### src/rtl/led_sched_pkg.sv
// Shared types and helpers for the LED blink-rate scheduler.
package led_sched_pkg;

    // Encoding chosen so that the state doubles as the phase output.
    typedef enum logic [1:0] {
        ST_PH0  = 2'd0,
        ST_PH1  = 2'd1,
        ST_PH2  = 2'd2,
        ST_IDLE = 2'd3
    } state_e;

    localparam logic [1:0] PHASE_IDLE = 2'd3;

    function automatic int unsigned half_for_phase(
        input logic [1:0]  ph,
        input int unsigned h0,
        input int unsigned h1,
        input int unsigned h2
    );
        case (ph)
            2'd0:    return h0;
            2'd1:    return h1;
            default: return h2;
        endcase
    endfunction

    function automatic state_e next_phase(input state_e s);
        case (s)
            ST_PH0:  return ST_PH1;
            ST_PH1:  return ST_PH2;
            default: return ST_PH0;
        endcase
    endfunction

endpackage

### src/rtl/led_blink_divider.sv
// Blink counter plus LED toggle flop; toggles once per half_period cycles.
module led_blink_divider #(
    parameter int unsigned CW = 8
) (
    input  logic          clk_i,
    input  logic          rst_i,
    input  logic          clear_i,
    input  logic          off_i,
    input  logic [CW-1:0] half_period_i,
    output logic          led_o,
    output logic          toggle_tick_o
);

    logic [CW-1:0] cnt_q;
    logic          led_q;
    logic          tick_q;
    logic          wrap;

    assign wrap = (cnt_q == half_period_i - CW'(1));

    // clear restarts the count but keeps the LED level; off forces it dark.
    always_ff @(posedge clk_i or posedge rst_i) begin
        if (rst_i) begin
            cnt_q  <= '0;
            led_q  <= 1'b0;
            tick_q <= 1'b0;
        end else if (off_i) begin
            cnt_q  <= '0;
            led_q  <= 1'b0;
            tick_q <= 1'b0;
        end else if (clear_i) begin
            cnt_q  <= '0;
            tick_q <= 1'b0;
        end else if (wrap) begin
            cnt_q  <= '0;
            led_q  <= ~led_q;
            tick_q <= 1'b1;
        end else begin
            cnt_q  <= cnt_q + CW'(1);
            tick_q <= 1'b0;
        end
    end

    assign led_o         = led_q;
    assign toggle_tick_o = tick_q;

endmodule

### src/rtl/led_rate_scheduler.sv
// Sequences the LED blinker through three blink-rate phases with a fixed
// dwell per phase, plus enable, hold and manual-step control.
module led_rate_scheduler
    import led_sched_pkg::*;
#(
    parameter int unsigned HALF0 = 1250000,
    parameter int unsigned HALF1 = 2500000,
    parameter int unsigned HALF2 = 5000000,
    parameter int unsigned DWELL = 50000000
) (
    input  logic       clk_i,
    input  logic       rst_i,
    input  logic       enable_i,
    input  logic       hold_i,
    input  logic       step_i,
    output logic       led_o,
    output logic [1:0] phase_o,
    output logic       toggle_tick_o,
    output logic       phase_done_o
);

    localparam int unsigned M01  = (HALF0 > HALF1) ? HALF0 : HALF1;
    localparam int unsigned M23  = (HALF2 > DWELL) ? HALF2 : DWELL;
    localparam int unsigned MAXV = (M01 > M23) ? M01 : M23;
    localparam int unsigned CW   = (MAXV > 1) ? $clog2(MAXV) : 1;

    state_e        state_q, state_d;
    logic [CW-1:0] dwell_q, dwell_d;
    logic          done_q, done_d;
    logic          advance;
    logic [CW-1:0] half;

    // Step and dwell expiry in the same cycle collapse into one advance.
    assign advance = step_i || ((dwell_q == CW'(DWELL - 1)) && !hold_i);

    always_comb begin
        state_d = state_q;
        dwell_d = dwell_q;
        done_d  = 1'b0;
        if (state_q == ST_IDLE) begin
            if (enable_i) begin
                state_d = ST_PH0;
                dwell_d = '0;
                done_d  = 1'b1;
            end
        end else if (!enable_i) begin
            state_d = ST_IDLE;
            dwell_d = '0;
        end else if (advance) begin
            state_d = next_phase(state_q);
            dwell_d = '0;
            done_d  = 1'b1;
        end else if (!hold_i) begin
            dwell_d = dwell_q + CW'(1);
        end
    end

    always_ff @(posedge clk_i or posedge rst_i) begin
        if (rst_i) begin
            state_q <= ST_IDLE;
            dwell_q <= '0;
            done_q  <= 1'b0;
        end else begin
            state_q <= state_d;
            dwell_q <= dwell_d;
            done_q  <= done_d;
        end
    end

    assign half = CW'(half_for_phase(state_q, HALF0, HALF1, HALF2));

    // Every phase change restarts the divider so a faster phase never
    // inherits a count beyond its own terminal value.
    led_blink_divider #(.CW(CW)) u_div (
        .clk_i         (clk_i),
        .rst_i         (rst_i),
        .clear_i       (done_d),
        .off_i         (state_d == ST_IDLE),
        .half_period_i (half),
        .led_o         (led_o),
        .toggle_tick_o (toggle_tick_o)
    );

    assign phase_o      = state_q;
    assign phase_done_o = done_q;

endmodule

### config.mk
export PLATFORM = sky130hd
export DESIGN_NAME = led_rate_scheduler
export DESIGN_NICKNAME = d
export VERILOG_FILES = /design/src/rtl/led_sched_pkg.sv /design/src/rtl/led_blink_divider.sv /design/src/rtl/led_rate_scheduler.sv
export SDC_FILE = /design/constraint.sdc
export NUM_CORES = 1
export LEC_CHECK = 0
export CAP_MARGIN = 10
export CORE_MARGIN = 2
export CORE_UTILIZATION = 51
export CTS_CLUSTER_SIZE = 12
export DETAILED_ROUTE_END_ITERATION = 10
export PLACE_DENSITY = 0.77
export SLEW_MARGIN = 20
export SYNTH_ARGS = -nofsm -noshare
export SYNTH_HDL_FRONTEND = slang
export SYNTH_HIERARCHICAL = 1
export SYNTH_SLANG_ARGS = --single-unit
### constraint.sdc
create_clock -name clk_i -period 4.6 [get_ports clk_i]
set_input_delay 0.92 -clock clk_i [delete_from_list [all_inputs] [get_ports clk_i]]
set_output_delay 0.92 -clock clk_i [all_outputs]
set_load 0.1 [all_outputs]
== After elaboration in Yosys (flattened, before gate mapping) ==
Index checks and enable logic that the tools add are counted.

* Register bits: 57
* Input bits: 5
* Output and inout port bits: 5
* Word-level logic and storage cells: 49

* $add $sub $neg: 3
* Eq/ne operators: 8
* Muxes and demuxes: 24
* Bitwise gates (word level): 1
* Reduce and logical (&&, ||, !) cells: 7

{| class="wikitable"
|+ Operators by type and width
! kind !! count
|-
| $mux 26 || 8
|-
| $add 26x1->26 const B || 2
|-
| $pmux 23 s2 || 1
|-
| $eq 26x26->1 || 1
|-
| $eq 26x26->1 const B || 1
|-
| $sub 23x1->24 const B || 1
|-
| $mux 1 || 10
|-
| $mux 2 || 4
|-
| $eq 2x2->1 const B || 2
|-
| $ne 4x2->1 const B || 1
|-
| $pmux 2 s2 || 1
|-
| $reduce_and 2->1 || 2
|-
| $eq 2x1->1 const B || 1
|-
| $logic_not 2->1 || 1
|-
| $ne 2x1->1 const B || 1
|-
| $ne 2x2->1 const B || 1
|-
| $reduce_bool 2->1 || 1
|-
| $logic_and 1x1->1 || 1
|-
| $logic_not 1->1 || 1
|-
| $logic_or 1x1->1 || 1
|-
| $not 1->1 || 1
|}

== Longest topological paths before layout ==
Gate-level depths: netlist of run 1.

* Depth in word-level cells: 9
* Mapped depth: 11
* Depth with buffers taken out: 10

== Cells and area by module ==
Netlist of run 1, hierarchy kept.

{| class="wikitable"
|+ Modules (own cells, without submodules)
! module !! instances !! cells each !! area each (sq um) !! sequential area each (sq um)
|-
| led_blink_divider || 1 || 275 || 2394.8 || 700.7
|-
| led_rate_scheduler || 1 || 193 || 1676.6 || 728.2
|}

== Worst setup path after synthesis of run 1 ==
Ideal clock, no wire load.

* Path type: register to register
* Start point: register state_q[1], in the netlist phase_o[1]
* End point: register u_div.led_q, in the netlist u_div/led_o
* Setup time: 125 ps
* Data arrival time: 4476 ps
* Setup slack: 0 ps
* Stages on the path, launching flop included: 11
* Path buffers: 0
* Period minus slack after synthesis: 4600 ps
* Cells stage by stage: dfstp_2 -> inv_1 -> nand2_1 -> inv_1 -> or4_4 -> or4_1 -> or3_1 -> a22o_2 -> or4b_1 -> nor4_1 -> mux2_2

* Elaborated cells between the ends (all ways): 17

{| class="wikitable"
|+ RTL lines
! item !! RTL line !! source
|-
| start, declared || led_rate_scheduler.sv:27 || <nowiki>state_e state_q, state_d;</nowiki>
|-
| start signal, assigned || led_rate_scheduler.sv:64 || <nowiki>state_q <= state_d;</nowiki>
|-
| $eq 2x1->1 or $logic_not 2->1 (tied branches) || led_sched_pkg.sv:20 || <nowiki>case (ph)</nowiki>
|-
| $pmux 23 s2 (*) || led_sched_pkg.sv:20 ||
|-
| net half[17] || led_rate_scheduler.sv:31 || <nowiki>logic [CW-1:0] half;</nowiki>
|-
| $sub 23x1->24 (*) || led_blink_divider.sv:19 || <nowiki>assign wrap = (cnt_q == half_period_i - CW'(1));</nowiki>
|-
| $eq 26x26->1 (*) || led_blink_divider.sv:19 ||
|-
| $reduce_bool 2->1 (no source line) (*) || n/a ||
|-
| $reduce_and 2->1 (no source line) (*) || n/a ||
|-
| end signal, assigned || led_blink_divider.sv:36 || <nowiki>led_q <= ~led_q;</nowiki>
|-
| end, declared || led_blink_divider.sv:15 || <nowiki>logic led_q;</nowiki>
|}

Mark *: on every way through the listed nets, which the timed path passes. The rest lies on a longest branch.
A chain may end at the register's enable or synchronous reset.

== Worst setup path in the final report of run 1 ==
* Start point: register state_q[1], in the netlist phase_o[1]
* End point: register u_div.cnt_q[17]

* Longest elaborated chain between the ends: 7
* Elaborated cells between the ends (all ways): 16

{| class="wikitable"
|+ Ends and longest elaborated chain
! item !! RTL line !! source
|-
| $eq 2x1->1 or $logic_not 2->1 (tied branches) || led_sched_pkg.sv:20 ||
|-
| $pmux 23 s2 (*) || led_sched_pkg.sv:20 ||
|-
| net half[18] || led_rate_scheduler.sv:31 ||
|-
| $sub 23x1->24 (*) || led_blink_divider.sv:19 ||
|-
| $eq 26x26->1 (*) || led_blink_divider.sv:19 ||
|-
| $mux 26 (*) || led_blink_divider.sv:34 || <nowiki>end else if (wrap) begin</nowiki>
|-
| $mux 26 (*) || led_blink_divider.sv:31 || <nowiki>end else if (clear_i) begin</nowiki>
|-
| $mux 26 (*) || led_blink_divider.sv:27 || <nowiki>end else if (off_i) begin</nowiki>
|-
| end signal, assigned || led_blink_divider.sv:39 || <nowiki>cnt_q <= cnt_q + CW'(1);</nowiki>
|-
| end, declared || led_blink_divider.sv:14 || <nowiki>logic [CW-1:0] cnt_q;</nowiki>
|}

Marks and branches as above.

==> impl_metrics.yaml, run 1 <==
status:
  outcome: "finished clean"
floorplanning:
  boundaryPins: 10
  die_w_um: 93.4
  coreArea_um2: 7730
  fp.dieH_um: 93.4
  die_area_um2: 8710
  start_util: 0.527
  rows: 32
cts:
  cts-root-buf: "clkbuf_8"
  cts_max_path_buffers: 2
  clk_latency_ns: 0.34
  clock_sinks: 57
  cts.clk_slew.worst_paths_ns: 0.06
  cts_resized: 0
  cts_tree: "done"
  htreeDepth: 3
  cts_made_buffers: 9
  cts-hold-fix-buffers: 0
  postCtsSetupRepairBufs: 0
yosys:
  synthDistinctLibCells: 66
  async_flop_share: 1.00
  yosysTopAreaCellShare: 0.338
  synth_top_cell_by_area: "dfrtp_1"
  synth_commonest_cells: "55 x dfrtp_1, 40 x nor3_1, 37 x nand2_1, 29 x nand3_1, 29 x xor2_1"
  ys_seq_elements: 57
  synth_area_leaders: "dfrtp_1 34%, xor2_1 6.2%, xnor2_1 5.4%"
  synthesis.area_um2: 4070
  synth_most_common_cell: "dfrtp_1"
  seq_area_frac_synth: 0.351
  synthFlopType: "dfrtp_1"
  synthCells: 468
  synth-edff-count: 0
  yosysWarnings: 6
  avgSynthCellArea_um2: 8.70
placement:
  dpl_worst_slack_ns: 0.424
  io_buffers: 9
  place_congestion: 0.870
  dp.cells: 607
  place_hpwl_um: 7010
critical_path:
  start_kind: "flip-flop"
  crit_arrival_ns: 4.43
  r2r_slack_ns: 0.36
  worstSetupEndpointType: "flip-flop"
  critPathKind: "flip-flop to flip-flop"
  path_max_fanout: 26
  cp.required_ns: 4.78
timing:
  final-max-slew-violation-count: 0
  tightest_slew_ns: 1.03
  setup_ws_ns: 0.356
  fin_skew_ns: 0.00785
  fin_crit_ns: 4.24
  slew_headroom: 0.298
  setup_tns_ns: 0
  finalHoldViolations: 0
  min_period_over_period: 0.923
  max_freq_mhz: 236
  finalSetupViolCount: 0
  rsz0062_at_grt: "false"
detailed_routing:
  drc_errors: 0
  avgRoutedWirePerCell_um: 15.6
  ant_nets: 0
  avgViaCountPerCell: 5.88
  first_pass_iters: 5
  drt_iter0_drc: 227
  dr_total_vias: 3666
  totalWireLength_um: 9700
cells_and_area:
  final_cells: 623
  drive_above_1_share: 0.104
  fin_util: 0.594
  antenna_cells: 0
  syn_to_final_growth_pct: 12.7
  n_fill_cell: 680
  nets: 524
job:
  maxCapViolCount: 0
global_routing:
  antenna_found_initial: 0
  grt_max_degree: 30
  grt_pass1_vias: 3515
  grt_pass1_wl_um: 16300
  grtUsageTotal: 0.236
  grt.overflow.total: 0
pwr:
  p_per_area_nw_per_um2: 250
  leakagePower_nw: 1.82
  ir_drop_uv: 175
worst_hold_path:
  worstHoldPathType: "flip-flop to flip-flop"
-- power by group --
group	leakage [nW]	internal (mW)	switching, mW	total (mW)
clock	0.0974	0.264	0.198	0.462
sequential	0.787	0.508	0.00891	0.517
combinational	0.934	0.0546	0.114	0.169
total	1.82	0.826	0.321	1.15
-- layer usage --
layer	GRT usage	part of all wire	wire length (um)	vias up
li1	-	-	-	1803
met1	0.303	0.45	4320	1751
met2	0.390	0.49	4780	91
met3	0.0516	0.039	381	21
met4	0.0907	0.022	214	0
met5	0	0	0	-
-- cells by family after synthesis --
group | share of synthesized area
xor+xnor | 0.116
mux | 0.0132
fa+ha+maj | 0.00922
flops | 0.351
simple gates | 0.331
other cells | 0.000921
buf+inv | 0.0375
compound gates | 0.141
-- final timing paths --
kind | end | start | cells after the start
worst max register to register | u_div/cnt_q[17] | phase_o[1] | 10
worst max-delay path | u_div/cnt_q[17] | phase_o[1] | 10
worst min-delay path | dwell_q[22] | dwell_q[22] | 1
worst min register to register | dwell_q[22] | dwell_q[22] | 1
min in group asynchronous | dwell_q[9] | rst_i | 2
max in group asynchronous | dwell_q[15] | rst_i | 3
-- critical path, cell delays in order (launching register included) --
cell and delay, ns:
dfstp_4 0.73, or2_2 0.24, inv_1 0.26, nor3_1 0.63
nand3_1 0.39, or4_1 0.59, o21ai_0 0.34, nand4_1 0.25
nor3_4 0.20, buf_4 0.34, nor3_1 0.10
-- through the flow --
step           total power [mW]  area (um2)  hold slack (ns)
6_report                   1.15        4590            0.497
5_1_grt                    1.20        4590            0.519
4_1_cts                    1.16        4580            0.489
3_5_place_dp              0.691        4400            0.479
3_3_place_gp              0.686        4400            0.465
2_1_floorplan             0.650        4210            0.451
-- registers in the layout, summed over array words and instances, names as in the netlist --
register and flops:
dwell_q 26, phase_o 2, phase_done_o 1, u_div/led_o 1
u_div/toggle_tick_o 1, u_div/cnt_q 26
-- cell type report --
class                           count  area [um2]  share of cell area
Clock buffer                       13         149              0.0325
Clock inverter                      3        40.0             0.00873
Inverter                           15        56.3              0.0123
Multi-Input combinational cell    417        2640               0.575
Sequential cell                    57        1430               0.312
Tap cell                          102         128              0.0278
Timing Repair Buffer               16         143              0.0311
-- cells in the final DEF (no fill, tap or decap), drive strengths merged, types with 13 or more instances in the layout --
master / synthesis / final
nand3: 29 / 29
o21ai: 13 / 13
nand2: 37 / 37
nor4: 14 / 14
inv: 15 / 15
xor2: 29 / 29
conb: 1 / 38
nand4: 17 / 17
nor3: 46 / 46
a21oi: 16 / 16
xnor2: 25 / 25
a31oi: 18 / 18
clkbuf: 8 / 13
dfrtp: 55 / 55
nor2: 28 / 28
Note: power is estimated with default switching activity, not from simulation.
==> inputs of run 2 (changes only) <==
--- a/config.mk
+++ b/config.mk
@@ -10,6 +10,7 @@
 export CORE_UTILIZATION = 51
 export CTS_CLUSTER_SIZE = 12
 export DETAILED_ROUTE_END_ITERATION = 10
+export MAX_ROUTING_LAYER = met4
 export PLACE_DENSITY = 0.77
 export SLEW_MARGIN = 20
 export SYNTH_ARGS = -nofsm -noshare
==> impl_metrics.yaml, run 2 (synthesis results as in run 1) <==
status:
  outcome: "finished clean"
critical_path:
  critPathKind: "flip-flop to flip-flop"
  crit_arrival_ns: 4.42
  cp.required_ns: 4.84
  path_max_fanout: 20
  start_kind: "flip-flop"
  worstSetupEndpointType: "flip-flop"
detailed_routing:
  drt_iter0_drc: 191
  drc_errors: 0
  met1Wirelength_um: 4510
  met3_length_um: 302
  ant_nets: 0
  totalWireLength_um: 9810
  avgViaCountPerCell: 5.89
  avgRoutedWirePerCell_um: 15.8
  highest_layer: "met4"
  wl_met2_um: 4850
  first_pass_iters: 4
  dr_total_vias: 3667
cts:
  cts-root-buf: "clkbuf_8"
  cts-hold-fix-buffers: 0
  cts_resized: 0
  htreeDepth: 3
  clk_latency_ns: 0.35
  cts_made_buffers: 9
  cts_max_path_buffers: 2
  cts.clk_slew.worst_paths_ns: 0.07
  clock_sinks: 57
  postCtsSetupRepairBufs: 0
  cts_tree: "done"
global_routing:
  grt_pass1_vias: 3531
  antenna_found_initial: 0
  grt_max_degree: 30
  grt_pass1_wl_um: 16900
  grtUsageTotal: 0.252
  grt.overflow.total: 0
floorplanning:
  coreArea_um2: 7730
  rows: 32
  die_area_um2: 8710
  die_w_um: 93.4
  start_util: 0.527
  boundaryPins: 10
  fp.dieH_um: 93.4
timing:
  fin_skew_ns: 0.0107
  tightest_slew_ns: 1.13
  fin_crit_ns: 4.18
  slew_headroom: 0.245
  final-max-slew-violation-count: 0
  setup_tns_ns: 0
  setup_ws_ns: 0.421
  min_period_over_period: 0.908
  max_freq_mhz: 239
  finalHoldViolations: 0
  rsz0062_at_grt: "false"
  finalSetupViolCount: 0
cells_and_area:
  final_cell_mix: "55 x dfrtp_1, 40 x nor3_1, 38 x conb_1, 37 x nand2_1"
  multi_input_area_um2: 2640
  drive_above_1_share: 0.102
  syn_to_final_growth_pct: 12.6
  n_fill_cell: 672
  antenna_cells: 0
  final_common_cell: "dfrtp_1"
  nets: 524
  regArea_um2: 1430
  fin_util: 0.593
pwr:
  leakagePower_nw: 1.82
  ir_drop_uv: 162
  p_per_area_nw_per_um2: 252
job:
  maxCapViolCount: 0
placement:
  place_hpwl_um: 6940
  io_buffers: 9
  place_congestion: 0.881
  dpl_worst_slack_ns: 0.436
worst_hold_path:
  worstHoldPathType: "flip-flop to flip-flop"
## run 2: cell counts in the layout (fill, tap and decap cells not counted)
Identical to the previous run, type by type.
## run 2: power by group
group	internal (mW)	total [mW]	switching (mW)
Clock	0.264	0.474	0.210
Combinational	0.0543	0.167	0.113
Sequential	0.508	0.516	0.00859
## run 2: worst paths after layout
path / from / endpoint / slack, ns / depth (start not counted)
max: phase_o[1] / u_div/led_o / 0.42 / 9
min: dwell_q[22] / dwell_q[22] / 0.48 / 1
min reg2reg: dwell_q[22] / dwell_q[22] / 0.48 / 1
max reg2reg: phase_o[1] / u_div/led_o / 0.42 / 9
min in group asynchronous: rst_i / u_div/toggle_tick_o / 1.00 / 2
max in group asynchronous: rst_i / dwell_q[12] / 2.95 / 3
## run 2: stage by stage
stage,instances,power [mW],area [um2],hold slack [ns]
after floorplan,505,0.650,4210,0.451
after global placement,607,0.687,4400,0.466
after detailed placement,607,0.690,4400,0.472
after CTS,623,1.16,4580,0.481
after global routing,623,1.21,4580,0.493
final,623,1.16,4580,0.483
## run 2: critical path: stages, from the launching register on
cell     delay, ns
dfstp_4       0.73
or2_2         0.23
inv_1         0.27
nor3_1        0.62
nand3_1       0.37
or3_1         0.44
a22o_2        0.23
or4b_1        0.47
nor4_1        0.34
mux2_2        0.37
## run 2: final cells by class
class / count / share of cell area
sequential: 57 / 0.312
inverter: 15 / 0.0123
timing repair buffer: 16 / 0.0311
tap: 102 / 0.0278
multi-input combinational: 417 / 0.575
clock buffer: 13 / 0.0325
clock inverter: 3 / 0.00873
## run 2: per-layer routing
metal | up-vias | track usage
met5 | - | -
met4 | 0 | 0.0919
met3 | 17 | 0.0475
met2 | 63 | 0.408
met1 | 1763 | 0.318
li1 | 1824 | -
==> inputs of run 3 (changes only) <==
--- a/config.mk
+++ b/config.mk
@@ -11,7 +11,7 @@
 export CTS_CLUSTER_SIZE = 12
 export DETAILED_ROUTE_END_ITERATION = 10
 export MAX_ROUTING_LAYER = met4
-export PLACE_DENSITY = 0.77
+export PLACE_DENSITY = 0.76
 export SLEW_MARGIN = 20
 export SYNTH_ARGS = -nofsm -noshare
 export SYNTH_HDL_FRONTEND = slang
==> impl_metrics.yaml, run 3 (synthesis results as in run 1) <==
global_routing:
  grt_pass1_wl_um: 16300
  grt.overflow.total: 0
  grtUsageTotal: 0.244
  grt_pass1_vias: 3519
  antenna_found_initial: 0
  grt_max_degree: 30
pwr:
  p_int_mw: 0.937
  power_mw: 1.27
  leakagePower_nw: 1.84
  ir_drop_uv: 158
  p_per_area_nw_per_um2: 274
  switching_share: 0.264
  pwr-share-seq: 0.405
  power_frac_comb: 0.133
  netSwitchingPower_mw: 0.337
  p_clk_frac: 0.462
timing:
  tightest_slew_ns: 1.06
  max_freq_mhz: 244
  finalHoldViolations: 0
  min_period_over_period: 0.892
  rsz0062_at_grt: "false"
  finalSetupViolCount: 0
  fin_skew_ns: 0.0113
  slew_headroom: 0.272
  setup_tns_ns: 0
  setup_ws_ns: 0.499
  fin_hold_ws_ns: 0.480
  final-max-slew-violation-count: 0
  fin_crit_ns: 4.10
status:
  outcome: "finished clean"
floorplanning:
  rows: 32
  coreArea_um2: 7730
  die_w_um: 93.4
  start_util: 0.527
  boundaryPins: 10
  fp.dieH_um: 93.4
  die_area_um2: 8710
cts:
  clock_sinks: 57
  htreeDepth: 3
  cts.clk_slew.worst_paths_ns: 0.07
  postCtsSetupRepairBufs: 0
  cts_max_path_buffers: 2
  clk_latency_ns: 0.35
  cts_resized: 0
  cts_made_buffers: 9
  cts-root-buf: "clkbuf_8"
  cts_tree: "done"
  cts-hold-fix-buffers: 0
cells_and_area:
  nets: 525
  drive_above_1_share: 0.109
  syn_to_final_growth_pct: 14.3
  n_fill_cell: 660
  final_cell_mix: "55 x dfrtp_1, 39 x nor3_1, 38 x conb_1, 37 x nand2_1"
  antenna_cells: 0
  final_common_cell: "dfrtp_1"
job:
  maxCapViolCount: 0
critical_path:
  crit_arrival_ns: 4.34
  worstSetupEndpointType: "flip-flop"
  start_kind: "flip-flop"
  critPathKind: "flip-flop to flip-flop"
  cp.required_ns: 4.84
  path_max_fanout: 20
placement:
  place_congestion: 0.870
  io_buffers: 9
  place_hpwl_um: 6900
  dpl_worst_slack_ns: 0.517
worst_hold_path:
  worstHoldPathType: "flip-flop to flip-flop"
detailed_routing:
  first_pass_iters: 4
  avgViaCountPerCell: 5.97
  ant_nets: 0
  avgRoutedWirePerCell_um: 15.5
  totalWireLength_um: 9660
  drt_iter0_drc: 217
  dr_total_vias: 3727
  drc_errors: 0
## run 3: cell count changes in the layout (fill, tap and decap cells not counted), sizes merged
cell      previous run  this run
bufinv               1         3
clkinv               2         1
buf                  7         8
clkinvlp             0         1
clkbuf              13        11
## run 3: area by class of cell
type	count	area (um2)	area share
Timing Repair Buffer	17	150	0.0323
Clock buffer	11	141	0.0304
Tap cell	102	128	0.0274
Multi-Input combinational cell	417	2640	0.568
Sequential cell	57	1430	0.308
Clock inverter	5	103	0.0221
Inverter	15	56.3	0.0121
## run 3: worst max-delay path, cell delays in order (launching register included)
cell	delay (ns)
dfstp_4	0.73
inv_1	0.19
nand2_1	0.14
inv_1	0.13
or4_4	0.58
or4_1	0.49
or3_1	0.33
a22o_2	0.24
or4b_1	0.48
nor4_1	0.32
mux2_2	0.37
## run 3: worst paths after layout
| path | endpoint | from | cells after the start | slack [ns] |
|---|---|---|---|---|
| min in group asynchronous | u_div/cnt_q[4] | rst_i | 2 | 1.01 |
| max | u_div/led_o | phase_o[1] | 10 | 0.50 |
| max in group asynchronous | dwell_q[15] | rst_i | 3 | 2.87 |
| max reg2reg | u_div/led_o | phase_o[1] | 10 | 0.50 |
| min | dwell_q[22] | dwell_q[22] | 1 | 0.48 |
| min reg2reg | dwell_q[22] | dwell_q[22] | 1 | 0.48 |
## run 3: stage by stage
step	area, um2	instances	utilization
floorplan	4210	505	-
detailed placement	4400	608	0.570
finish	4650	624	0.602
global placement	4400	608	0.570
global route	4650	624	0.602
CTS	4650	624	0.601
## run 3: power groups by stage
| stage | Combinational [mW] | Clock [mW] | Sequential (mW) |
|---|---|---|---|
| floorplan | 0.113 | 0 | 0.538 |
| global placement | 0.163 | 0 | 0.525 |
| detailed placement | 0.166 | 0 | 0.525 |
| CTS | 0.167 | 0.602 | 0.516 |
| global route | 0.185 | 0.620 | 0.517 |
| finish | 0.169 | 0.588 | 0.516 |
## run 3: routing by layer
metal | part of all wire | vias to the layer above | global-route usage | wire (um)
met2 | 0.49 | 103 | 0.397 | 4740
met5 | 0 | - | - | 0
li1 | - | 1819 | - | -
met4 | 0.021 | 0 | 0.0956 | 198
met3 | 0.040 | 22 | 0.0548 | 387
met1 | 0.45 | 1783 | 0.297 | 4330
==> edit 1 (settings of run 3) <==
Remove the register `done_q`: a continuous assignment takes its place, so the output `phase_done_o` follows one clock earlier.
--- a/src/rtl/led_rate_scheduler.sv
+++ b/src/rtl/led_rate_scheduler.sv
@@ -59,13 +59,13 @@
         if (rst_i) begin
             state_q <= ST_IDLE;
             dwell_q <= '0;
-            done_q  <= 1'b0;
         end else begin
             state_q <= state_d;
             dwell_q <= dwell_d;
-            done_q  <= done_d;
         end
     end
+
+    assign done_q = done_d;
 
     assign half = CW'(half_for_phase(state_q, HALF0, HALF1, HALF2));
 
Formal check against the unedited RTL: not equivalent (Yosys sat finds a counterexample within 4 cycles, from zero or initial values and one cycle with rst_i high).
==> edit 1 against run 3 <==
- critical path depth rose by 1
- worst setup slack lost 0.12 ns
- sequential cell count fell by 1
- design area decreased by 3.5%
- synthesized area fell by 0.61%
- wire length down 5.0%
- power decreased by 21%
- die area down 0.59%
- hold slack improved by 0.014 ns
- critical endpoint unchanged
==> edit 1: results (changes against run 3) <==
CTS
  • CTS H-tree lvls: 2 (was 3)
  • CTS root buffer: clkbuf_8 (unchanged)
  • Postcts setup bufs: 0 (unchanged)
  • CTS clock-pin slew for the worst setup and hold paths: 0.10 ns (was 0.07 ns)
  • Worst-skew pair later-pin latency: 0.31 ns (was 0.35 ns)
  • Maximum root-to-sink buffer count: 2 (unchanged)
  • Cts bufs inserted: 5 (was 9)

Route
  • Avg WL per Cell: 15.0 um (was 15.5 um)
  • Drt first pass iters: 4 (unchanged)
  • Via count: 3568 (was 3727)
  • Starting DRT DRC Count: 157 (was 217)
  • Via-to-Cell Ratio: 5.82 (was 5.97)

Logic synthesis
  • Post-synth cell types: 66 (unchanged)
  • Avg Inst Size Synth: 8.66 um^2 (was 8.70 um^2)
  • Biggest area consumer among synthesized cells: dfrtp_1 (unchanged)
  • Post-synthesis mux area share: 0.0133 (was 0.0132)
  • Compound-Gate Fraction of Synth Area: 0.142 (was 0.141)
  • Adder-cell share of the synthesized area: 0.00928 (was 0.00922)
  • Synth cell count leaders: dfrtp_1, nor3_1, nand2_1 (unchanged)
  • Most used DFF post-synth: dfrtp_1 (unchanged)
  • Asr flop ratio synth: 1.00 (unchanged)
  • Sequential area share after synthesis: 0.347 (was 0.351)
  • Largest cells by area after synthesis: dfrtp_1, xor2_1, xnor2_1, nor3_1, nand3_1 (unchanged)
  • XOR/XNOR Fraction of Synth Area: 0.117 (was 0.116)

Status
  • Status: completed (unchanged)

Global routing
  • Vias in the first global route: 3346 (was 3519)
  • Global-route wire length before repair: 15700 um (was 16300 um)
  • Pin count of the biggest net entering global routing: 29 (was 30)
  • Total Routing Usage GR: 0.231 (was 0.244)

Placement
  • DP Area: 4380 um^2 (was 4400 um^2)
  • DP Cell Count: 605 (was 608)
  • Port Buffers: 9 (unchanged)
  • Routability cong.: 0.921 (was 0.870)
  • HPWL after DPL: 6790 um (was 6900 um)
  • Pre-CTS setup slack: 0.433 ns (was 0.517 ns)

Power and ir drop
  • Pleak: 1.76 nW (was 1.84 nW)
  • P_clk: 0.000325 W (was 0.000588 W)
  • Sw frac: 0.285 (was 0.264)
  • VDD IR max: 0.182 mV (was 0.158 mV)

STA
  • Final Cycle Share: 0.919 (was 0.892)
  • Worst Max-Slew Pin Slew: 1.10 ns (was 1.06 ns)
  • Skew final: 0.00878 ns (was 0.0113 ns)
  • WHS: 0.494 ns (was 0.480 ns)
  • Final Hold Viols: 0 (unchanged)

Finish
  • Fillers: 679 (was 660)
  • Layout cells sized above 1: 0.0978 (was 0.109)
  • Layout net count: 518 (was 525)
  • Antenna cells: 0 (unchanged)

Critical path
  • R2R setup slack: 0.37 ns (was 0.50 ns)
  • Crit Path Max Fanout: 20 (unchanged)
  • WP data arrival: 4.44 ns (was 4.34 ns)
  • CP max stage delay: 0.75 ns (was 0.73 ns)
  • CP max stage cell: dfstp_4 (unchanged)
  • R2R cell count: 11 (was 10)
  • CP top delay family: simple AND/OR/NAND/NOR gates (unchanged)

Hold path
  • Hold Path Class: reg -> reg (unchanged)
==> edit 1: cell count changes after synthesis <==
cell / before / now
dfrtp_1: 55 / 54
==> edit 1: worst paths after layout <==
kind | startpoint | endpoint
min reg2reg | dwell_q[22]$_DFFE_PP0P_ | dwell_q[22]$_DFFE_PP0P_
max reg2reg | phase_o[1]$_DFF_PP1_ | u_div/led_o$_DFFE_PP0P_
min in group asynchronous | rst_i | u_div/cnt_q[9]$_DFF_PP0_
min | dwell_q[22]$_DFFE_PP0P_ | dwell_q[22]$_DFFE_PP0P_
max in group asynchronous | rst_i | dwell_q[24]$_DFFE_PP0P_
max | phase_o[1]$_DFF_PP1_ | u_div/led_o$_DFFE_PP0P_
==> edit 1: final cells by class <==
type                    count  area [um^2]  area share
inverters                  15         56.3      0.0125
well taps                 102          128      0.0284
repair buffers             15          145      0.0323
flip-flops and latches     56         1410       0.314
clock inverters             3         42.5     0.00948
multi-input cells         417         2640       0.588
clock buffers               5         68.8      0.0153
==> edit 1: worst register-to-register path, stage by stage, from the launching register on <==
cell,delay [ns]
dfstp_4,0.75
inv_1,0.19
nand2_1,0.13
inv_1,0.14
buf_4,0.21
nor3_1,0.48
nand3_1,0.38
or3_1,0.45
a22o_2,0.23
or4b_1,0.47
nor4_1,0.34
mux2_2,0.37
==> edit 1: per-stage QoR <==
step | power [W] | utilization
after floorplan | 0.000641 | -
after global placement | 0.000678 | 0.569
after detailed placement | 0.000682 | 0.569
after CTS | 0.00101 | 0.584
after global routing | 0.00105 | 0.584
final | 0.00100 | 0.584
==> edit 1: per-layer routing <==
layer,share of wire,GRT usage
met3,0.036,0.0258
met5,0,-
met4,0.017,0.0674
met2,0.49,0.383
met1,0.46,0.301
==> edit 2 (settings of run 3) <==
Without the edit above. `DWELL`: 50000000 -> 100000000.
--- a/src/rtl/led_rate_scheduler.sv
+++ b/src/rtl/led_rate_scheduler.sv
@@ -6,7 +6,7 @@
     parameter int unsigned HALF0 = 1250000,
     parameter int unsigned HALF1 = 2500000,
     parameter int unsigned HALF2 = 5000000,
-    parameter int unsigned DWELL = 50000000
+    parameter int unsigned DWELL = 100000000
 ) (
     input  logic       clk_i,
     input  logic       rst_i,
Behaviour: no difference found for any inputs over 10 cycles, from zero or initial values and one cycle with rst_i high; that may be too few to reach the edited logic, so the function may still have changed.
==> edit 2 against run 3 <==
- synthesized area up 2.4%
- design area up 1.2%
- sequential power up 3%
- wire length down 1.7%
- synthesized cell count up 0.21%
- non-clock buffer count up 3
- clock power up 2%
- global-route usage down 0.88 points
- power up 2.6%
- worst setup slack worse by 0.080 ns
- sequential cell count up 2
- hold slack better by 0.0015 ns
==> edit 2: results (changes against run 3) <==
Status
  • Status: completed (unchanged)

Global routing
  • Met2 Track Usage GR: 0.392 (was 0.397)
  • Global-route wire length before repair: 16100 um (was 16300 um)
  • Met1 Use GR: 0.277 (was 0.297)
  • Vias in the first global route: 3455 (was 3519)

Critical path
  • WP data arrival: 4.41 ns (was 4.34 ns)
  • R2R setup slack: 0.42 ns (was 0.50 ns)
  • R2R cell count: 12 (was 10)
  • CP max stage cell: dfstp_2 (was dfstp_4)
  • CP max stage delay: 0.84 ns (was 0.73 ns)
  • Critical path capture point: u_div/cnt_q[21]$_DFF_PP0_ (was u_div/led_o$_DFFE_PP0P_)

Logic synthesis
  • Sequential area share after synthesis: 0.355 (was 0.351)
  • Largest cells by area after synthesis: dfrtp_1, xor2_1, xnor2_1, nand3_1, nor2_1 (was dfrtp_1, xor2_1, xnor2_1, nor3_1, nand3_1)
  • Avg Inst Size Synth: 8.89 um^2 (was 8.70 um^2)
  • Synth cell count leaders: dfrtp_1, nor2_1, xor2_1 (was dfrtp_1, nor3_1, nand2_1)
  • Post-synth cell types: 68 (was 66)

Finish
  • Invs w/o clock: 16 (was 15)
  • Clk cell area share: 0.0529 (was 0.0524)
  • Fillers: 676 (was 660)
  • Multi-input comb cells: 402 (was 417)
  • Non-clock buffers: 20 (was 17)
  • Final non-clock buffer share: 0.0393 (was 0.0323)
  • Layout net count: 516 (was 525)
  • FF+latch count: 59 (was 57)
  • Register area: 1480 um^2 (was 1430 um^2)
  • Layout cells sized above 1: 0.136 (was 0.109)
  • Fraction of area in multi-input gates: 0.554 (was 0.568)

Placement
  • Routability cong.: 0.956 (was 0.870)
  • DP Cell Count: 599 (was 608)
  • HPWL after DPL: 6700 um (was 6900 um)

Route
  • Routed WL: 9500 um (was 9660 um)
  • Avg WL per Cell: 15.4 um (was 15.5 um)
  • Starting DRT DRC Count: 183 (was 217)
  • Via count: 3594 (was 3727)
  • Drt first pass iters: 5 (was 4)

STA
  • Max_slew headroom: 0.317 (was 0.272)
  • Skew final: 0.00772 ns (was 0.0113 ns)

Power and ir drop
  • Net Sw Power: 0.000350 W (was 0.000337 W)
  • VDD IR max: 0.177 mV (was 0.158 mV)
  • Pleak: 1.94 nW (was 1.84 nW)

Hold path
  • Hold_sp: dwell_q[26]$_DFFE_PP0P_ (was dwell_q[22]$_DFFE_PP0P_)
  • Worst Hold End: dwell_q[26]$_DFFE_PP0P_ (was dwell_q[22]$_DFFE_PP0P_)
edit 2: cell types whose count changed in the layout (fill, tap and decap cells not counted), moves of 4 or more:
cell | before | now
nor2_1 | 28 | 37
nor3_1 | 39 | 11
conb_1 | 38 | 27
xor2_1 | 29 | 36
and3_1 | 6 | 13
or2_2 | 7 | 1
nor4_1 | 11 | 7
mux2i_1 | 2 | 6
nand2b_1 | 9 | 3
nor2_2 | 0 | 20
nor3_2 | 6 | 1
edit 2: power groups by stage:
stage          registers [W]  logic [W]  clock network (W)
3_3_place_gp        0.000543   0.000168                  0
6_report            0.000534   0.000175           0.000597
2_1_floorplan       0.000555   0.000122                  0
3_5_place_dp        0.000544   0.000172                  0
4_1_cts             0.000534   0.000173           0.000611
5_1_grt             0.000535   0.000191           0.000640
edit 2: per-stage QoR:
step                      cell area, um^2  utilization  hold slack (ns)  setup slack, ns
final                                4710        0.603            0.481            0.419
after global routing                 4710        0.603            0.512            0.153
after CTS                            4710        0.603            0.477            0.439
after detailed placement             4460        0.571            0.468            0.466
after global placement               4460        0.571            0.454            0.662
after floorplan                      4270            -            0.437            0.319
edit 2: cell families (layout without fill, tap and decap cells):
group | count (synthesis) | after routing | share of synthesized area
XOR/XNOR | 58 | 58 | 0.122
other | 1 | 27 | 0.000899
buffers and inverters | 34 | 52 | 0.0429
multiplexers | 7 | 7 | 0.0171
adder cells (fa/ha/maj) | 3 | 3 | 0.00900
AO/OA/AOI/OAI | 82 | 82 | 0.131
AND/OR/NAND/NOR | 225 | 225 | 0.322
flip-flops | 59 | 59 | 0.355
edit 2: layer usage:
layer  vias to the layer above  share of wire
li1                       1745              -
met1                      1750           0.43
met2                        73           0.51
met3                        26          0.040
met4                         0          0.023
met5                         -              0
